### src/rtl/peak_writer_if.sv
// Sample stream in, level-RAM write port out, for the peak writer.
interface peak_writer_if #(
    parameter int IN_W  = 16,
    parameter int WIDTH = 2,
    parameter int ADDR  = 2
);
    logic [IN_W-1:0]  i_sample;
    logic             i_valid;
    logic             i_hold;
    logic [ADDR-1:0]  o_addr;
    logic             o_rw;
    logic             o_wen;
    logic [WIDTH-1:0] o_data;
    logic             o_frame;
    logic             o_ovf;

    modport master (
        output i_sample, i_valid, i_hold,
        input  o_addr, o_rw, o_wen, o_data, o_frame, o_ovf
    );

    modport slave (
        input  i_sample, i_valid, i_hold,
        output o_addr, o_rw, o_wen, o_data, o_frame, o_ovf
    );
endinterface

### src/rtl/peak_writer.sv
// Windowed absolute-peak tracker that writes quantized levels into a
// circular VU-meter RAM.
//
// state | meaning
// ------+-------------------------------------------------------------
// ACC   | accumulating, RAM port idle (read direction)
// WAIT  | a level is pending but the reader holds the RAM
// WR    | single write cycle of the pending level at the write pointer
module peak_writer #(
    parameter int IN_W   = 16,
    parameter int WIDTH  = 2,
    parameter int ADDR   = 2,
    parameter int WINDOW = 256
) (
    input  logic         i_clk,
    input  logic         i_rst,
    peak_writer_if.slave bus
);
    localparam int CNT_W = $clog2(WINDOW);
    localparam int MAG_W = IN_W - 1;

    typedef enum logic [1:0] {ST_ACC, ST_WAIT, ST_WR} state_t;

    state_t           state, state_nx;
    logic [MAG_W-1:0] acc;
    logic [MAG_W-1:0] mag;
    logic [MAG_W-1:0] mag_neg;
    logic [MAG_W-1:0] mag_max;
    logic [CNT_W-1:0] cnt;
    logic [ADDR-1:0]  ptr;
    logic [WIDTH-1:0] pending;
    logic [WIDTH-1:0] level;
    logic             frame;
    logic             ovf;
    logic             close;

    // Magnitude with the most-negative code saturated, running max and the
    // window-close strobe. Low bits of the negation suffice because |x| fits
    // in MAG_W bits for every code except the saturated one.
    always_comb begin
        mag_neg = MAG_W'(~bus.i_sample[MAG_W-1:0]) + MAG_W'(1);
        if (!bus.i_sample[IN_W-1])
            mag = bus.i_sample[MAG_W-1:0];
        else if (bus.i_sample[MAG_W-1:0] == '0)
            mag = '1;
        else
            mag = mag_neg;
        mag_max = (mag > acc) ? mag : acc;
        level   = mag_max[MAG_W-1 -: WIDTH];
        close   = bus.i_valid && (cnt == CNT_W'(WINDOW - 1));
    end

    // State register.
    always_ff @(posedge i_clk or negedge i_rst) begin
        if (!i_rst)
            state <= ST_ACC;
        else
            state <= state_nx;
    end

    // Next-state logic; a close in WAIT only refreshes the pending level.
    always_comb begin
        state_nx = state;
        case (state)
            ST_ACC:  if (close) state_nx = bus.i_hold ? ST_WAIT : ST_WR;
            ST_WAIT: if (!close && !bus.i_hold) state_nx = ST_WR;
            ST_WR:   if (close) state_nx = bus.i_hold ? ST_WAIT : ST_WR;
                     else       state_nx = ST_ACC;
            default: state_nx = ST_ACC;
        endcase
    end

    // Datapath: accumulator, sample count, pending level, pointer, flags.
    always_ff @(posedge i_clk or negedge i_rst) begin
        if (!i_rst) begin
            acc     <= '0;
            cnt     <= '0;
            pending <= '0;
            ptr     <= '0;
            frame   <= 1'b0;
            ovf     <= 1'b0;
        end else begin
            if (bus.i_valid) begin
                if (close) begin
                    acc     <= '0;
                    cnt     <= '0;
                    pending <= level;
                end else begin
                    acc <= mag_max;
                    cnt <= cnt + CNT_W'(1);
                end
            end
            if (close && state == ST_WAIT)
                ovf <= 1'b1;
            if (state == ST_WR)
                ptr <= ptr + ADDR'(1);
            frame <= (state == ST_WR);
        end
    end

    // RAM port outputs.
    always_comb begin
        bus.o_rw  = (state == ST_WR);
        bus.o_wen = (state == ST_WR);
    end

    assign bus.o_addr  = ptr;
    assign bus.o_data  = pending;
    assign bus.o_frame = frame;
    assign bus.o_ovf   = ovf;
endmodule

### src/flat_wrapper.sv
// flat-port wrapper written by rule: the top's interface ports become plain ports
module peak_writer_flat 
#(
    parameter int IN_W   = 16,
    parameter int WIDTH  = 2,
    parameter int ADDR   = 2,
    parameter int WINDOW = 256
)
  (i_clk, i_rst, bus_i_sample, bus_i_valid, bus_i_hold, bus_o_addr, bus_o_rw, bus_o_wen, bus_o_data, bus_o_frame, bus_o_ovf);
  peak_writer_if #(.IN_W(IN_W), .WIDTH(WIDTH), .ADDR(ADDR)) bus_i ();
  input  logic i_clk;
  input  logic i_rst;
  input wire logic [$bits(bus_i.i_sample)-1:0] bus_i_sample;
  input wire logic [$bits(bus_i.i_valid)-1:0] bus_i_valid;
  input wire logic [$bits(bus_i.i_hold)-1:0] bus_i_hold;
  output wire logic [$bits(bus_i.o_addr)-1:0] bus_o_addr;
  output wire logic [$bits(bus_i.o_rw)-1:0] bus_o_rw;
  output wire logic [$bits(bus_i.o_wen)-1:0] bus_o_wen;
  output wire logic [$bits(bus_i.o_data)-1:0] bus_o_data;
  output wire logic [$bits(bus_i.o_frame)-1:0] bus_o_frame;
  output wire logic [$bits(bus_i.o_ovf)-1:0] bus_o_ovf;
  assign bus_i.i_sample = bus_i_sample;
  assign bus_i.i_valid = bus_i_valid;
  assign bus_i.i_hold = bus_i_hold;
  assign bus_o_addr = bus_i.o_addr;
  assign bus_o_rw = bus_i.o_rw;
  assign bus_o_wen = bus_i.o_wen;
  assign bus_o_data = bus_i.o_data;
  assign bus_o_frame = bus_i.o_frame;
  assign bus_o_ovf = bus_i.o_ovf;
  peak_writer #(.IN_W(IN_W), .WIDTH(WIDTH), .ADDR(ADDR), .WINDOW(WINDOW)) u_core (.i_clk(i_clk), .i_rst(i_rst), .bus(bus_i));
endmodule
### config.mk
export PLATFORM = sky130hd
export DESIGN_NAME = peak_writer_flat
export DESIGN_NICKNAME = d
export VERILOG_FILES = /design/src/rtl/peak_writer_if.sv /design/src/rtl/peak_writer.sv /design/src/flat_wrapper.sv
export SDC_FILE = /design/constraint.sdc
export NUM_CORES = 1
export LEC_CHECK = 0
export BUFFER_PORTS_ARGS = -buffer_cell sky130_fd_sc_hd__buf_2
export CORE_MARGIN = 2
export CORE_UTILIZATION = 50
export CTS_BUF_LIST = sky130_fd_sc_hd__clkbuf_2
export DETAILED_ROUTE_END_ITERATION = 16
export PLACE_DENSITY = 0.74
export SETUP_SLACK_MARGIN = 0.1
export SYNTH_ARGS = -nofsm -noshare
export SYNTH_HDL_FRONTEND = slang
export SYNTH_SLANG_ARGS = --single-unit
### constraint.sdc
create_clock -name i_clk -period 2.2 [get_ports i_clk]
set_input_delay 0.11 -clock i_clk [delete_from_list [all_inputs] [get_ports i_clk]]
set_output_delay 0.11 -clock i_clk [all_outputs]
set_load 0.03 [all_outputs]
==> results by group, run 1 <==
Pwr
  – Clock power share: 15.7%
  – Combinational Power Share: about half
  – Pleak: between 1.5 and 2 nW
  – Switching Share: roughly 38%
  – Power per cell area: 869 nW/um^2
  – Internal power: 0.00159 W
  – Worst VDD drop: approximately 0.66 mV
  – Psw: slightly below 0.001 W
  – Reg power frac: between 30% and 40%

Logic synthesis
  – Share of the synthesized area in the top cell type: roughly 38%
  – Synthesized net count: 252
  – Unique cell type count in the Yosys netlist: 40
  – Yosys warns: 0
  – EDFF count, synth: 0
  – Post-Syn Area: between 2000 and 2500 sq um
  – Avg Synthesized Cell Area: 9.38 sq um
  – Seq/Total Area, Yosys: between 30% and 40%
  – Top_reg_cell synth: dfrtp_1
  – Top cells by area, synth: dfrtp_1 38%, ha_1 11%, a22o_1 6.1%
  – Top cells by count, synth: 31 x dfrtp_1, 25 x nand2_1, 18 x inv_1, 17 x ha_1, 16 x nor2_1
  – Cell with the most instances after synthesis: dfrtp_1
  – Largest area contributor in the synthesized netlist: dfrtp_1
  – Seq cells post-synth: 31
  – Asr flop ratio synth: 100%
  – Cells after Synth: between 200 and 250

Route
  – Wire length per cell: around 14 microns
  – DRT iter0 DRCs: 87
  – Vias: ~1900
  – DRC violations left: 0
  – Vias per cell: between 5 and 6
  – Total wire length: 5.22 mm
  – Antenna violation net count after detailed routing: 0
  – Drt pass-1 iters: 4

Clock network
  – Root buffer cell: clkbuf_2
  – Clock sinks: 31
  – Total CTS buffers: 5
  – Clk slew on worst S/H paths: 190 ps
  – H-Tree Depth: 2
  – Clk Latency, worst-skew pair: approximately 400 ps
  – CTS Buffer Depth: 2
  – CTS tree: yes

Global routing
  – Initial antenna violation count: 0
  – Number of global-route vias before repair: between 1500 and 2000
  – GRT Residual Overflow: 0
  – Total GRT Usage: a little under a quarter
  – First-pass GRT wire length: around 8.1 mm
  – Largest net degree at the start of global routing: 32

Placement
  – Dpl hpwl: roughly 3.2 mm
  – PortBufs: 27
  – Placed inst area: approximately 2600 sq um
  – Post-place setup slack: -1300 ps
  – GP Congestion: between 0.7 and 0.8

Timing
  – Count of pins over their slew limit: 0
  – Final hold vios: 0
  – Setup ws final: -677 ps
  – Clk_skew: around 31 ps
  – Worst Tran Pin Value: ~700 ps
  – Fmax: 0.348 GHz
  – RSZ-0062 raised after global routing: yes
  – Crit path time final: 2880 ps
  – Finish-stage setup viols: 17
  – Relative slew slack: ~54%
  – Fin crit share: 131%

Critical path
  – Peak fanout along the critical path: 5
  – Worst path top cell family by delay: simple AND/OR/NAND/NOR gates
  – Reg-to-reg slack, setup: -170 ps
  – WS Path Type: in2reg
  – CP dominant cell by count: buf_4
  – Buf+Inv Stages, Crit Path: 4
  – Critical path required time: 2510 ps
  – Critical path endpoint category: flop
  – Critical path startpoint category: input port
  – Critical path cell sequence: buf_2, buf_4, nor4_2, buf_4, nand3_1, o21ai_1, mux2i_2, ha_1, nand4_1, nor3_4, nor4_2, a22oi_2, buf_4, mux2i_2, a21oi_1
  – CP peak stage delay: 360 ps
  – Arr. time, crit path: around 3200 ps
  – CP max stage cell: a22oi_2

Flow run
  – Max cap viols: 0

Final layout
  – Diode count: 0
  – Final nets: around 350
  – Finished Cell Area: approximately 3000 sq um
  – Fillers: 280
  – P&R area growth vs syn: 45.8%
  – Layout cells sized above 1: between 40% and 50%

Hold path
  – Hold WC Path Type: in2reg

Floorplanning
  – Row cnt: 23
  – Placeable Area: ~3900 sq um
  – Die area: roughly 4600 sq um
  – Initial Util: about half
  – Die H: 67.5 microns
  – Ports: 28
  – Die width: 67.5 microns

Run status
  – Outcome: finished, violations left
  – Failing checks: setup timing
-- sequential cells by signal (all words and copies together) (netlist names) --
signal and count:
u_core.bus.o_data 2, u_core.acc 15, u_core.state 2, u_core.cnt 8, u_core.bus.o_addr 2, u_core.bus.o_frame 1
u_core.bus.o_ovf 1
-- logic make-up after synthesis --
family / Yosys count / share of synthesized area, %
AOI/OAI and AO/OA: 49 / 16.9
xor gates and xnor gates: 16 / 6.95
adders and majority gates: 17 / 10.6
buffers and inverters: 25 / 5.03
DFF: 31 / 38.5
muxes: 7 / 3.60
and+or+nand+nor: 70 / 18.4
-- final timing paths --
path | from | end | depth (start not counted)
max | bus_i_sample[2] | u_core.bus.o_data[0] | 15
min | bus_i_valid | u_core.cnt[2] | 3
max reg2reg | u_core.acc[14] | u_core.bus.o_data[0] | 9
min reg2reg | u_core.bus.o_addr[1] | u_core.bus.o_addr[1] | 1
max in group asynchronous | i_rst | u_core.cnt[1] | 2
min in group asynchronous | i_rst | u_core.acc[14] | 2
-- what timing repair did --
item	CTS	global route
hold buffers	2	0
setup endpoints to repair	17	17
setup buffers	16	4
hold endpoints to repair	33	0
cloned	1	0
pin swaps	27	15
resized for setup	17	14
-- metal layers --
| metal | GRT usage [%] | share of wire [%] | routed length [microns] |
|---|---|---|---|
| met5 | 0 | 0 | 0 |
| met4 | 8.42 | 1.9 | 100 |
| met3 | 4.67 | 4.6 | 242 |
| met2 | 39.0 | 49 | 2560 |
| met1 | 31.6 | 44 | 2320 |
-- worst min-delay path, cell delays in order --
cell	delay, ps
buf_2	180
nand2_1	110
xnor2_1	60
-- cells in the final DEF, fill, tap and decap left out, types with 8 or more instances in the layout --
cell / n
nand2_1: 24
a21oi_1: 13
buf_2: 25
buf_4: 62
a22o_1: 14
ha_1: 15
dfrtp_1: 31
xnor2_1: 8
inv_1: 16
nor2_1: 15
xor2_1: 8
-- final cells by class --
type / count / area (sq um) / share of cell area (%)
clock inverters: 3 / 38.8 / 1.32
flip-flops and latches: 31 / 776 / 26.4
multi-input cells: 160 / 1260 / 43.0
repair buffers: 95 / 686 / 23.3
clock buffers: 5 / 25.0 / 0.851
well taps: 50 / 62.6 / 2.13
inverters: 18 / 87.6 / 2.98
-- power by group through the flow --
stage	Clock, W	Sequential, W	Combinational [W]
finish	0.000401	0.000922	0.00123
global route	0.000432	0.000944	0.00135
CTS	0.000403	0.000911	0.00111
detailed placement	0	0.000921	0.000966
global placement	0	0.000919	0.000928
floorplan	0	0.000885	0.000700
-- per-stage QoR --
stage	setup TNS [ps]	hold slack, ps	utilization (%)	cells	power, W
2_1_floorplan	-15200	-186	-	215	0.00159
3_3_place_gp	-20960	188	65.3	332	0.00185
3_5_place_dp	-21260	191	65.3	332	0.00189
4_1_cts	-9040	69.5	72.1	359	0.00242
5_1_grt	-13380	88.6	74.5	362	0.00273
6_report	-10850	89.4	74.5	362	0.00255
(Power assumes the default switching activity.)
==> inputs of run 2 (changes only) <==
--- a/config.mk
+++ b/config.mk
@@ -8,7 +8,6 @@
 export BUFFER_PORTS_ARGS = -buffer_cell sky130_fd_sc_hd__buf_2
 export CORE_MARGIN = 2
 export CORE_UTILIZATION = 50
-export CTS_BUF_LIST = sky130_fd_sc_hd__clkbuf_2
 export DETAILED_ROUTE_END_ITERATION = 16
 export PLACE_DENSITY = 0.74
 export SETUP_SLACK_MARGIN = 0.1
==> results by group, run 2 (synthesis results as in run 1) <==
Final layout
  – Biggest register: u_core.acc
  – Max reg flops: 15 (unchanged)
  – Top flop regs: u_core.acc x15, u_core.cnt x8
  – Diode count: 0 (unchanged)
  – Leading cell types in the layout, fill and taps excluded: 63 x buf_4, 31 x dfrtp_1, 24 x nand2_1, 24 x buf_2, 16 x inv_1
  – Most common cell after layout, fill and taps aside: buf_4
  – Layout cells sized above 1: 42.8% (+1.5 points)
  – Fin util: 76.6% (+2.0 points)
  – Final nets: 349 (+0.29%)
  – Layout Cells excl Fill: 363 (+0.28%)
  – P&R area growth vs syn: 49.8%

Pwr
  – Reg power frac: 33.4% (-2.7 points)
  – Worst VDD drop: 0.792 mV (+20%)
  – Clock power share: 21.2% (+5.5 points)
  – Pleak: 1.54 nW (+1.7%)
  – Combinational Power Share: 45.3% (-2.9 points)
  – Psw: 0.000995 W (+3.4%)
  – Internal power: 0.00179 W (+12%)
  – Switching Share: 35.7% (-1.9 points)
  – Total chip power: 0.00278 W (+9.0%)
  – Power per cell area: 922 nW/um^2 (+6.1%)

Floorplanning
  – Row cnt: 23 (unchanged)
  – Placeable Area: 3940 sq um (unchanged)
  – Initial Util: 51.1% (unchanged)
  – Die H: 67.5 microns (unchanged)
  – Die area: 4560 sq um (unchanged)
  – Die width: 67.5 microns (unchanged)
  – Ports: 28 (unchanged)

Clock network
  – CTS tree: yes
  – Clk Latency, worst-skew pair: 290 ps (-110 ps)
  – Root buffer cell: clkbuf_8
  – CTS Buffer Depth: 2 (unchanged)
  – Clk slew on worst S/H paths: 70 ps (-120 ps)
  – Clock sinks: 31 (unchanged)
  – H-Tree Depth: 2 (unchanged)
  – Total CTS buffers: 5 (unchanged)

Timing
  – Finish-stage setup viols: 17 (unchanged)
  – Fmax: 0.335 GHz (-3.7%)
  – Final hold vios: 0 (unchanged)
  – Crit path time final: 2990 ps (+112 ps)
  – Fin crit share: 136% (+5.1 points)
  – RSZ-0062 raised after global routing: yes
  – Clk_skew: 10.6 ps (-20.4 ps)
  – Count of pins over their slew limit: 0 (unchanged)
  – Worst Tran Pin Value: 695 ps (-2.15 ps)
  – Setup ws final: -789 ps (-112 ps)
  – Relative slew slack: 53.7% (+0.14 points)

Route
  – DRC violations left: 0 (unchanged)
  – Vias: 1924 (+0.63%)
  – Wire length per cell: 14.9 microns (+3.1%)
  – DRT iter0 DRCs: 56 (-36%)
  – Total wire length: 5.40 mm (+3.4%)
  – Antenna violation net count after detailed routing: 0 (unchanged)
  – Vias per cell: 5.30 (+0.35%)
  – Drt pass-1 iters: 4 (unchanged)

Global routing
  – Initial antenna violation count: 0 (unchanged)
  – First-pass GRT wire length: 8.19 mm (+1.3%)
  – Total GRT Usage: 24.2% (+0.27 points)
  – Number of global-route vias before repair: 1868 (+3.9%)
  – Largest net degree at the start of global routing: 32 (unchanged)
  – GRT Residual Overflow: 0 (unchanged)

Flow run
  – Max cap viols: 0 (unchanged)

Critical path
  – Critical path required time: 2380 ps (-130 ps)
  – Critical path startpoint category: input port
  – WS Path Type: in2reg
  – Reg2Reg Depth: 10 (+1)
  – Arr. time, crit path: 3170 ps (-20 ps)
  – Reg-to-reg slack, setup: -160 ps (about the same)
  – Critical path endpoint category: flop
  – Peak fanout along the critical path: 7 (+2)

Placement
  – PortBufs: 27 (unchanged)
  – Post-place setup slack: -1300 ps (unchanged)
  – Placed Instances: 332 (unchanged)
  – GP Congestion: 0.777 (unchanged)
  – Dpl hpwl: 3.17 mm (unchanged)

Hold path
  – Hold Crit Depth: 3 (unchanged)
  – Hold WC Path Type: in2reg

Run status
  – Outcome: finished, violations left
  – Failing checks: setup timing
-- run 2: power groups by stage --
stage,Combinational (W),Sequential (W),Clock [W]
2_1_floorplan,0.000700,0.000885,0
3_3_place_gp,0.000928,0.000919,0
3_5_place_dp,0.000966,0.000921,0
4_1_cts,0.00111,0.000913,0.000597
5_1_grt,0.00138,0.000950,0.000613
6_report,0.00126,0.000931,0.000591
-- run 2: cell type report --
cell class | count | area (sq um)
multi-input cells | 160 | 1280
fillers | 250 | 923
clock buffers | 6 | 82.6
flip-flops and latches | 31 | 776
repair buffers | 96 | 699
well taps | 50 | 62.6
clock inverters | 2 | 35.0
inverters | 18 | 87.6
-- run 2: per-layer routing --
metal | wire length, microns | up-vias | track usage (%) | part of all wire, %
li1 | - | 955 | - | -
met1 | 2350 | 897 | 31.2 | 43
met2 | 2660 | 58 | 40.1 | 49
met3 | 254 | 14 | 4.67 | 4.7
met4 | 131 | 0 | 8.93 | 2.4
met5 | 0 | - | 0 | 0
-- run 2: timing repair --
action                     in CTS  in global routing
hold buffers                    2                  0
pin swaps                      27                 11
hold endpoints to repair       32                  0
setup endpoints to repair      17                 17
gates cloned                    1                  0
gates resized for setup        17                 19
buffers inserted               18                  5
-- run 2: worst paths after layout --
kind / start / endpoint
worst max-delay path: bus_i_sample[1] / u_core.bus.o_data[0]
worst min-delay path: bus_i_valid / u_core.cnt[2]
worst max register to register: u_core.acc[14] / u_core.bus.o_data[0]
worst min register to register: u_core.bus.o_ovf / u_core.bus.o_ovf
max in group asynchronous: i_rst / u_core.cnt[0]
min in group asynchronous: i_rst / u_core.acc[13]
-- run 2: through the flow --
step                      TNS [ps]  area [sq um]  hold slack [ps]
after floorplan             -15200          2060             -186
after global placement      -20960          2570              188
after detailed placement    -21260          2570              191
after CTS                   -11250          2900              207
after global routing        -15030          3020              249
final                       -12150          3020              212
-- run 2: worst max-delay path: stages --
cell	delay, ps
buf_8	110
inv_8	40
ha_4	110
or4b_4	480
nor4_4	160
buf_6	170
a21boi_2	70
mux2i_2	160
ha_1	320
nand4_1	140
buf_4	200
nor3_4	170
nor4_2	60
a22oi_2	360
buf_4	200
mux2i_2	210
a21oi_1	90
==> inputs of run 3 (changes only) <==
--- a/config.mk
+++ b/config.mk
@@ -9,8 +9,9 @@
 export CORE_MARGIN = 2
 export CORE_UTILIZATION = 50
 export DETAILED_ROUTE_END_ITERATION = 16
-export PLACE_DENSITY = 0.74
+export PLACE_DENSITY = 0.71
 export SETUP_SLACK_MARGIN = 0.1
+export SLEW_MARGIN = 20
 export SYNTH_ARGS = -nofsm -noshare
 export SYNTH_HDL_FRONTEND = slang
 export SYNTH_SLANG_ARGS = --single-unit
==> constraint.sdc (replaced) <==
create_clock -name i_clk -period 3.49 [get_ports i_clk]
set_input_delay 0.1745 -clock i_clk [delete_from_list [all_inputs] [get_ports i_clk]]
set_output_delay 0.1745 -clock i_clk [all_outputs]
set_load 0.03 [all_outputs]
==> results by group, run 3 (synthesis results as in run 1) <==
Clock network
  – H-Tree Depth: 2 (unchanged)
  – Root buffer cell: clkbuf_8
  – Clk slew on worst S/H paths: 60 ps (about the same)
  – Post-CTS Setup Bufs: 0 (-18)
  – CTS tree: yes
  – Total CTS buffers: 5 (unchanged)
  – CTS Buffer Depth: 2 (unchanged)
  – Clock sinks: 31 (unchanged)
  – Clk Latency, worst-skew pair: 290 ps (about the same)

Critical path
  – CP peak stage delay: 490 ps (about the same)
  – Critical path cell sequence: buf_2, inv_1, ha_1, or4b_4, nor4_4, buf_4, a21oi_2, mux2i_1, ha_1, nand4_1, nor2_1, nor4_1, a22oi_2, and3_4, a22o_1
  – Reg2Reg Depth: 9 (-1)
  – WS Path Type: in2reg
  – Critical path startpoint category: input port
  – Peak fanout along the critical path: 14 (+7)
  – RR Endpoint: u_core.acc[0]
  – Critical path endpoint category: flop
  – Critical path required time: 3660 ps (+1280 ps)
  – Worst Setup SP: bus_i_sample[1]
  – Arr. time, crit path: 3280 ps (+110 ps)
  – Reg-to-reg slack, setup: 1370 ps (+1530 ps)
  – Worst Setup EP: u_core.acc[9]
  – CP dominant cell by count: ha_1
  – CP max stage cell: or4b_4
  – Reg2reg start: u_core.acc[14]

Placement
  – Dpl hpwl: 2.93 mm (-7.7%)
  – GP Congestion: 0.773 (-0.53%)
  – Placed Instances: 296 (-11%)
  – PortBufs: 27 (unchanged)

Route
  – Antenna violation net count after detailed routing: 0 (unchanged)
  – Drt pass-1 iters: 4 (unchanged)
  – Total wire length: 4.02 mm (-26%)
  – Wire length per cell: 13.2 microns (-11%)
  – Vias per cell: 5.40 (+1.9%)
  – DRC violations left: 0 (unchanged)
  – DRT iter0 DRCs: 52 (-7.1%)
  – Vias: 1642 (-15%)

Floorplanning
  – Die area: 4560 sq um (unchanged)
  – Row cnt: 23 (unchanged)
  – Die H: 67.5 microns (unchanged)
  – Placeable Area: 3940 sq um (unchanged)
  – Initial Util: 51.1% (unchanged)
  – Ports: 28 (unchanged)
  – Die width: 67.5 microns (unchanged)

Pwr
  – Reg power frac: 40.6% (+7.2 points)
  – Switching Share: 35.2% (-0.52 points)
  – Worst VDD drop: 0.431 mV (-46%)
  – Total chip power: 0.00142 W (-49%)
  – Pleak: 1.21 nW (-22%)
  – Combinational Power Share: 39.4% (-5.9 points)
  – Clock power share: 20.0% (-1.2 points)
  – Power per cell area: 601 nW/um^2 (-35%)
  – Psw: 0.000501 W (-50%)
  – Internal power: 0.000922 W (-48%)

Flow run
  – Max cap viols: 0 (unchanged)

Run status
  – Outcome: finished, final reports clean

Final layout
  – Fillers: 356 (+42%)
  – Layout cells sized above 1: 22.0% (-21 points)
  – Diode count: 0 (unchanged)
  – FF+latch area: 776 sq um (unchanged)
  – Multi-input combinational cell area: 1150 sq um (-10%)
  – Biggest register: u_core.acc
  – Layout Cells excl Fill: 304 (-16%)
  – Max reg flops: 15 (unchanged)
  – Top flop regs: u_core.acc x15, u_core.cnt x8
  – P&R area growth vs syn: 17.6%
  – Final nets: 291 (-17%)
  – Most common cell after layout, fill and taps aside: dfrtp_1
  – Leading cell types in the layout, fill and taps excluded: 31 x dfrtp_1, 27 x buf_2, 25 x nand2_1

Global routing
  – Largest net degree at the start of global routing: 32 (unchanged)
  – Initial antenna violation count: 0 (unchanged)
  – First-pass GRT wire length: 6.90 mm (-16%)
  – GRT Residual Overflow: 0 (unchanged)
  – Number of global-route vias before repair: 1597 (-15%)
  – Total GRT Usage: 20.5% (-3.6 points)

Timing
  – Crit path time final: 3110 ps
  – Relative slew slack: 53.8% (+0.19 points)
  – Clk_skew: 5.25 ps (-5.31 ps)
  – RSZ-0062 raised after global routing: no
  – Fmax: roughly 0.32 GHz
  – Fin crit share: around nine tenths
  – Worst Tran Pin Value: 692 ps (-2.81 ps)
  – Final hold vios: 0 (unchanged)
  – Count of pins over their slew limit: 0 (unchanged)
  – Finish-stage setup viols: 0 (-17)

Hold path
  – Hold WC Path Type: in2reg
[run 3: changes by cell type in the layout (fill, tap and decap cells not counted), sizes merged]
cell / change
buf: -56
and3: -1
bufinv: -1
dlygate4sd3: -1
[run 3: metal layers]
metal / part of all wire [%] / routed length, microns / GRT usage (%)
met1: 49 / 1960 / 26.0
met4: 1.7 / 69 / 8.42
met2: 45 / 1790 / 33.5
met3: 4.8 / 194 / 5.00
met5: 0 / 0 / 0
[run 3: timing repair]
action                                 in CTS  in global routing
endpoints found under the hold margin      31                  0
resized for setup                           0                  3
hold buffers                                1                  0
setup endpoints to repair                   0                 15
[run 3: metrics by stage]
step                      TNS [ps]  util [%]  setup slack [ps]  cell area [sq um]  hold WS (ps)
after detailed placement     -1500      57.4              -128               2260           261
after CTS                        0      59.9               151               2360          46.0
after global routing             0      60.1               131               2370          46.6
final                            0      60.1               377               2370          51.7
after floorplan                  0         -               122               2020          -121
after global placement        -300      57.4             -38.4               2260           263
[run 3: power groups by stage]
stage / combinational [W] / sequential [W] / clock [W]
after floorplan: 0.000425 / 0.000558 / 0
after global placement: 0.000542 / 0.000577 / 0
after detailed placement: 0.000557 / 0.000579 / 0
after CTS: 0.000563 / 0.000576 / 0.000296
after global routing: 0.000646 / 0.000593 / 0.000312
final: 0.000561 / 0.000578 / 0.000285
[run 3: how the worst min path moves through the flow]
stage	from	endpoint	slack, ps	depth (start not counted)
after floorplan	i_rst	u_core.acc[0]	-120	0
after global placement	i_rst	u_core.state[1]	260	1
after detailed placement	i_rst	u_core.state[1]	260	1
after CTS	bus_i_hold	u_core.state[1]	50	2
after global routing	bus_i_hold	u_core.state[1]	50	2
final	bus_i_hold	u_core.state[1]	50	2
[run 3: critical path, delay by kind of cell]
| family | cells | cell delay (ps) |
|---|---|---|
| buf+inv | 3 | 370 |
| simple gates | 6 | 1490 |
| compound gates | 3 | 470 |
| mux | 1 | 290 |
| fa+ha+maj | 2 | 470 |
[run 3: layout make-up]
class | instances | area share, %
clock buffer | 6 | 3.48
inverter | 18 | 2.85
timing repair buffer | 39 | 9.61
clock inverter | 1 | 0.211
multi-input combinational | 159 | 48.5
sequential | 31 | 32.7
tap | 50 | 2.64
